===== config.mk =====
export PLATFORM = sky130hd
export DESIGN_NAME = k2_program_loader
export DESIGN_NICKNAME = d
export VERILOG_FILES = /design/src/rtl/k2_loader_pkg.sv /design/src/rtl/k2_prog_mem.sv /design/src/rtl/k2_program_loader.sv
export SDC_FILE = /design/constraint.sdc
export NUM_CORES = 1
export LEC_CHECK = 0
export CORE_UTILIZATION = 25
export CTS_BUF_LIST = sky130_fd_sc_hd__clkbuf_8 sky130_fd_sc_hd__clkbuf_16
export CTS_CLUSTER_DIAMETER = 100
export DETAILED_ROUTE_END_ITERATION = 12
export GPL_TIMING_DRIVEN = 0
export PLACE_DENSITY = 0.48
export SETUP_SLACK_MARGIN = 0.02
export SLEW_MARGIN = 20
export SYNTH_ARGS = -nofsm -noshare
export SYNTH_HDL_FRONTEND = slang
export SYNTH_HIERARCHICAL = 1
export SYNTH_SLANG_ARGS = --single-unit

===== constraint.sdc =====
create_clock -name clk -period 6.03 [get_ports clk]
set_input_delay 1.206 -clock clk [delete_from_list [all_inputs] [get_ports clk]]
set_output_delay 1.206 -clock clk [all_outputs]
set_load 0.01 [all_outputs]

===== src/rtl/k2_loader_pkg.sv =====
// k2_loader_pkg: shared types and constants for the K2 program loader.
//   loader_state_t : loader FSM encoding (IDLE, LOAD, CHECK, RUN, ERROR)
//   ADDR_BITS      : default program address width (depth = 2**ADDR_BITS)
//   INSTR_BITS     : default instruction / stream byte width
//   LAST_ADDR      : highest program address for the default geometry
package k2_loader_pkg;

  localparam int ADDR_BITS  = 4;
  localparam int INSTR_BITS = 8;
  localparam int LAST_ADDR  = (1 << ADDR_BITS) - 1;

  typedef enum logic [2:0] {
    IDLE,
    LOAD,
    CHECK,
    RUN,
    ERROR
  } loader_state_t;

endpackage


===== src/rtl/k2_prog_mem.sv =====
// k2_prog_mem: program store, 2**AddrBits words of InstrBits each.
//   clk, rst : clock and asynchronous active-high clear of every word
//   we       : write enable, waddr/wdata written on the rising edge
//   raddr    : asynchronous read address
//   rdata    : word at raddr, combinational
module k2_prog_mem
  import k2_loader_pkg::*;
#(
  parameter int AddrBits  = ADDR_BITS,
  parameter int InstrBits = INSTR_BITS
) (
  input  logic                 clk,
  input  logic                 rst,
  input  logic                 we,
  input  logic [AddrBits-1:0]  waddr,
  input  logic [InstrBits-1:0] wdata,
  input  logic [AddrBits-1:0]  raddr,
  output logic [InstrBits-1:0] rdata
);

  localparam int Depth = 1 << AddrBits;

  logic [InstrBits-1:0] mem [Depth];

  // NOTE: the array is cleared on reset because a freshly reset loader must
  // read back all-zero words; this forces flops rather than a RAM macro,
  // which is acceptable at this depth.
  always_ff @(posedge clk or posedge rst) begin
    if (rst) begin
      for (int i = 0; i < Depth; i++) mem[i] <= '0;
    end else if (we) begin
      // NOTE: non-blocking assignment so every reader in this edge sees the
      // pre-edge value of the array.
      mem[waddr] <= wdata;
    end
  end

  assign rdata = mem[raddr];

endmodule


===== src/rtl/k2_program_loader.sv =====
// k2_program_loader: loads a 16-byte program plus checksum from a
// valid/ready byte stream and serves it to the K2 processor.
//   clk, rst          : clock, asynchronous active-high reset
//   load_req          : one-cycle pulse, start or restart a load
//   in_valid/in_data  : stream byte, accepted when in_ready is high
//   in_ready          : high in LOAD and CHECK only (state-only decode)
//   ProgramAddress    : processor fetch address
//   instruction_data  : mem[ProgramAddress] in RUN, otherwise 0
//   cpu_rst_n         : processor reset, high only in RUN (registered)
//   load_done         : one-cycle pulse on entry to RUN (registered)
//   load_error        : sticky checksum-mismatch flag
module k2_program_loader
  import k2_loader_pkg::*;
#(
  parameter int AddrBits  = ADDR_BITS,
  parameter int InstrBits = INSTR_BITS
) (
  input  logic                 clk,
  input  logic                 rst,
  input  logic                 load_req,
  input  logic                 in_valid,
  input  logic [InstrBits-1:0] in_data,
  output logic                 in_ready,
  input  logic [AddrBits-1:0]  ProgramAddress,
  output logic [InstrBits-1:0] instruction_data,
  output logic                 cpu_rst_n,
  output logic                 load_done,
  output logic                 load_error
);

  localparam logic [AddrBits-1:0] LastAddr = AddrBits'((1 << AddrBits) - 1);

  loader_state_t        state, next_state;
  logic [AddrBits-1:0]  count;
  logic [InstrBits-1:0] sum;
  logic [InstrBits-1:0] rdata;
  logic                 handshake;
  logic                 mem_we;

  assign in_ready  = (state == LOAD) || (state == CHECK);
  assign handshake = in_valid && in_ready;

  // NOTE: every variable is given a default before the case statement so no
  // path through the block leaves it unassigned, which would infer a latch.
  always_comb begin
    next_state = state;
    mem_we     = 1'b0;
    if (load_req) begin
      // A restart wins over everything; a coincident byte is dropped.
      next_state = LOAD;
    end else begin
      case (state)
        LOAD: begin
          if (handshake) begin
            mem_we = 1'b1;
            if (count == LastAddr) next_state = CHECK;
          end
        end
        CHECK: begin
          if (handshake) next_state = (in_data == sum) ? RUN : ERROR;
        end
        default: next_state = state;
      endcase
    end
  end

  always_ff @(posedge clk or posedge rst) begin
    if (rst) begin
      state      <= IDLE;
      count      <= '0;
      sum        <= '0;
      cpu_rst_n  <= 1'b0;
      load_done  <= 1'b0;
      load_error <= 1'b0;
    end else begin
      state <= next_state;
      if (load_req) begin
        count <= '0;
        sum   <= '0;
      end else if (mem_we) begin
        count <= count + 1'b1;
        sum   <= sum + in_data;
      end
      // Registered from the next-state decode so both outputs are glitch-free
      // and change on the very edge that enters or leaves RUN.
      cpu_rst_n <= (next_state == RUN);
      load_done <= (state == CHECK) && (next_state == RUN);
      if (load_req) begin
        load_error <= 1'b0;
      end else if ((state == CHECK) && (next_state == ERROR)) begin
        load_error <= 1'b1;
      end
    end
  end

  k2_prog_mem #(
    .AddrBits  (AddrBits),
    .InstrBits (InstrBits)
  ) u_mem (
    .clk   (clk),
    .rst   (rst),
    .we    (mem_we),
    .waddr (count),
    .wdata (in_data),
    .raddr (ProgramAddress),
    .rdata (rdata)
  );

  assign instruction_data = (state == RUN) ? rdata : '0;

endmodule

==> results.md <==
- Post-Route WL: 18,100 um
- Total GRT Usage: 13.2%
- Slowest stage cell, crit path: buf_1
- Clock insertion delay at the later pin of the skew report: 420 ps
- Vias: 4,361
- Total power: 2.42 mW
- Number of flops mapped to enable cells by yosys: 0
- Fin nets: 568
- Synth Warn #: 6
- Vias in the first global route: 4,679
- Num CTS Buffers: 17
- Post-synthesis sequential area ratio: 51.0%
- Final period util: 79.0%
- Post-DP HPWL: 12,100 um
- Max-Cap Viols: 0
- Synth-to-Final Area Change: 18.6%
- Area of the die: 29,300 sq um
- Die W: 171 um
- Core Rows: 61
- Arrival time at the worst endpoint: 3560 ps
- DRC viols: 0
- Async set-reset flop share out of synthesis: 100%
- Post-Synth Simple-Gate Area: 8.54%
- Total global routing overflow: 0
- Synth Area in XOR/XNOR: 0.856%
- Final setup fails: 0
- Synth cell types: 54
- First-pass GRT wire length: 28,100 um
- Wire per inst: 19.4 um
- DP Area: 7930 sq um
- CP endpoint kind: primary output
- Starting Density: 25.6%
- Antenna violations before repair: 0
- Area share of fa/ha/maj cells after synthesis: 1.68%
- CP startpoint kind: primary input
- Die span in y: 171 um
- Fin. Hold Viols: 0
- RSZ-0062 raised after global routing: false
- Top cell type by total area after synthesis: dfrtp_1
- Hold crit path type: reg2reg
- Pwr/cell area: 284 nW/um^2
- Initial DRC count: 197
- Post-synth top cells: dfrtp_1, mux2_2, mux4_2
- Cells after synthesis: 498
- Core area: 28,000 sq um
- Syn_nets: 523
- Mapped Avg Cell Area: 14.4 sq um
- # diodes: 0
- GPL Wtd Cong: 0.790
- Post-Syn Area: 7160 sq um
- Least-Margin Pin Slew: 980 ps
- Count leader, synth: dfrtp_1
- Share of layout cells above drive strength 1: 40.8%
- Min Tclk post-route: 4760 ps
- Routed Antenna Nets: 0
- CTS tree: done
- Status: completed
- Hold_buf cts: 0
- Multiplexer share of the synthesized area: 31.3%
- Root Driver: clkbuf_16
- Via/cell ratio: 4.67
- PostCTS Resize Cnt: 0
- Main combinational cell family by area after synthesis: multiplexers
- Fin area: 8490 sq um
- CP peak stage delay: 670 ps
- Max Fclk: 0.210 GHz
- Synth area leaders: dfrtp_1, mux2_2, mux4_2
- Peak supply drop: 182 uV
- Largest net degree at the start of global routing: 69
- Clk pin slew, worst setup/hold paths: 60 ps
- Top_reg_cell synth: dfrtp_1
- # IOs: 28
- Required @ worst endpoint: 4820 ps
- Synth Area in Compound Gates: 4.12%
- Max transition margin: 34.4%
- CP max FO: 10
- Lkg Pwr: 3.85 nW
- Max Slew Vio Count: 0
- CTS sink count: 146
- H-tree lvl count: 4
- Setup CP Type: in2out
- 1st-pass router iterations: 4
- Post-CTS Setup Inserts: 0
- I/O Buffers: 25
- Post-synth top area share: 51.0%
- Flops & latches, synth: 146
- Clk_skew: 6.75 ps
- Cell breakdown of the critical path: clkbuf_1 > buf_1 > mux4_2 > a22oi_1 > nand2_1 > and2_1 > clkdlybuf4s50_1
- Longest Clk Path Bufs: 2
kinds of logic (layout without fill, tap and decap cells):
kind of cell,count (synthesis),count (layout)
muxes,162,162
adders and majority gates,9,9
buffers and inverters,38,96
DFF,146,146
AOI/OAI and AO/OA,43,43
and+or+nand+nor,93,93
xor gates and xnor gates,7,7
per-stage QoR:
step                      setup slack (ps)  std cells  setup TNS [ps]  util [%]  hold slack, ps
final                                 1270        934               0      30.3             499
after global routing                  1140        934               0      30.3             518
after CTS                             1240        934               0      30.3             504
after global placement                -280        901          -34750      28.2             482
after detailed placement              1250        902               0      28.3             488
after floorplan                       1410        498               0         -             474
routing by layer:
| metal | vias up | GRT usage (%) | share of wire, % |
|---|---|---|---|
| li1 | 1943 | - | - |
| met1 | 2318 | 17.3 | 46 |
| met2 | 81 | 21.6 | 48 |
| met3 | 19 | 2.55 | 4.0 |
| met4 | 0 | 4.70 | 1.8 |
| met5 | - | 0 | 0 |
critical path: cells and delay by family:
| kind | cells | cell delay (ps) |
|---|---|---|
| compound gates | 1 | 230 |
| mux | 1 | 470 |
| buf+inv | 3 | 1430 |
| simple gates | 2 | 210 |
cell usage in the layout (no fill, tap or decap), types with 5 or more instances in the layout:
| master | instances |
|---|---|
| mux4_2 | 32 |
| and2_1 | 9 |
| clkbuf_1 | 13 |
| nand2_1 | 23 |
| buf_2 | 11 |
| clkbuf_16 | 17 |
| ha_1 | 8 |
| nor2_1 | 11 |
| nand3_1 | 5 |
| inv_6 | 5 |
| clkdlybuf4s50_1 | 25 |
| mux2_4 | 16 |
| mux2_2 | 112 |
| a21oi_1 | 12 |
| dfrtp_1 | 146 |
| a22oi_1 | 17 |
| nor2b_1 | 5 |
sequential cells by signal, indices dropped and copies added (netlist names):
| register | count |
|---|---|
| load_done | 1 |
| load_error | 1 |
| count | 4 |
| sum | 8 |
| state | 3 |
| cpu_rst_n | 1 |
| u_mem/mem | 128 |
area by class of cell:
| cell class | instances | area, sq um |
|---|---|---|
| Fill cell | 2793 | 19500 |
| Sequential cell | 146 | 3650 |
| Multi-Input combinational cell | 314 | 3340 |
| Tap cell | 378 | 473 |
| Clock buffer | 18 | 439 |
| Timing Repair Buffer | 26 | 278 |
| Buffer | 33 | 160 |
| Clock inverter | 14 | 129 |
| Inverter | 5 | 23.8 |
where the power goes:
group          total, mW  internal [mW]  switching [mW]
Clock               1.02          0.583           0.439
Sequential          1.10           1.06          0.0433
Combinational      0.293          0.156           0.137
Total               2.42           1.80           0.620
final timing paths:
path | from | end | slack [ps] | cells after the start
worst max-delay path | ProgramAddress[1] | instruction_data[4] | 1270 | 7
worst min-delay path | u_mem/mem[111] | u_mem/mem[111] | 500 | 1
worst max register to register | state[2] | u_mem/mem[84] | 3260 | 6
worst min register to register | u_mem/mem[111] | u_mem/mem[111] | 500 | 1
max in group asynchronous | rst | u_mem/mem[72] | 4010 | 3
min in group asynchronous | rst | u_mem/mem[29] | 1300 | 2
(Power assumes the default switching activity.)
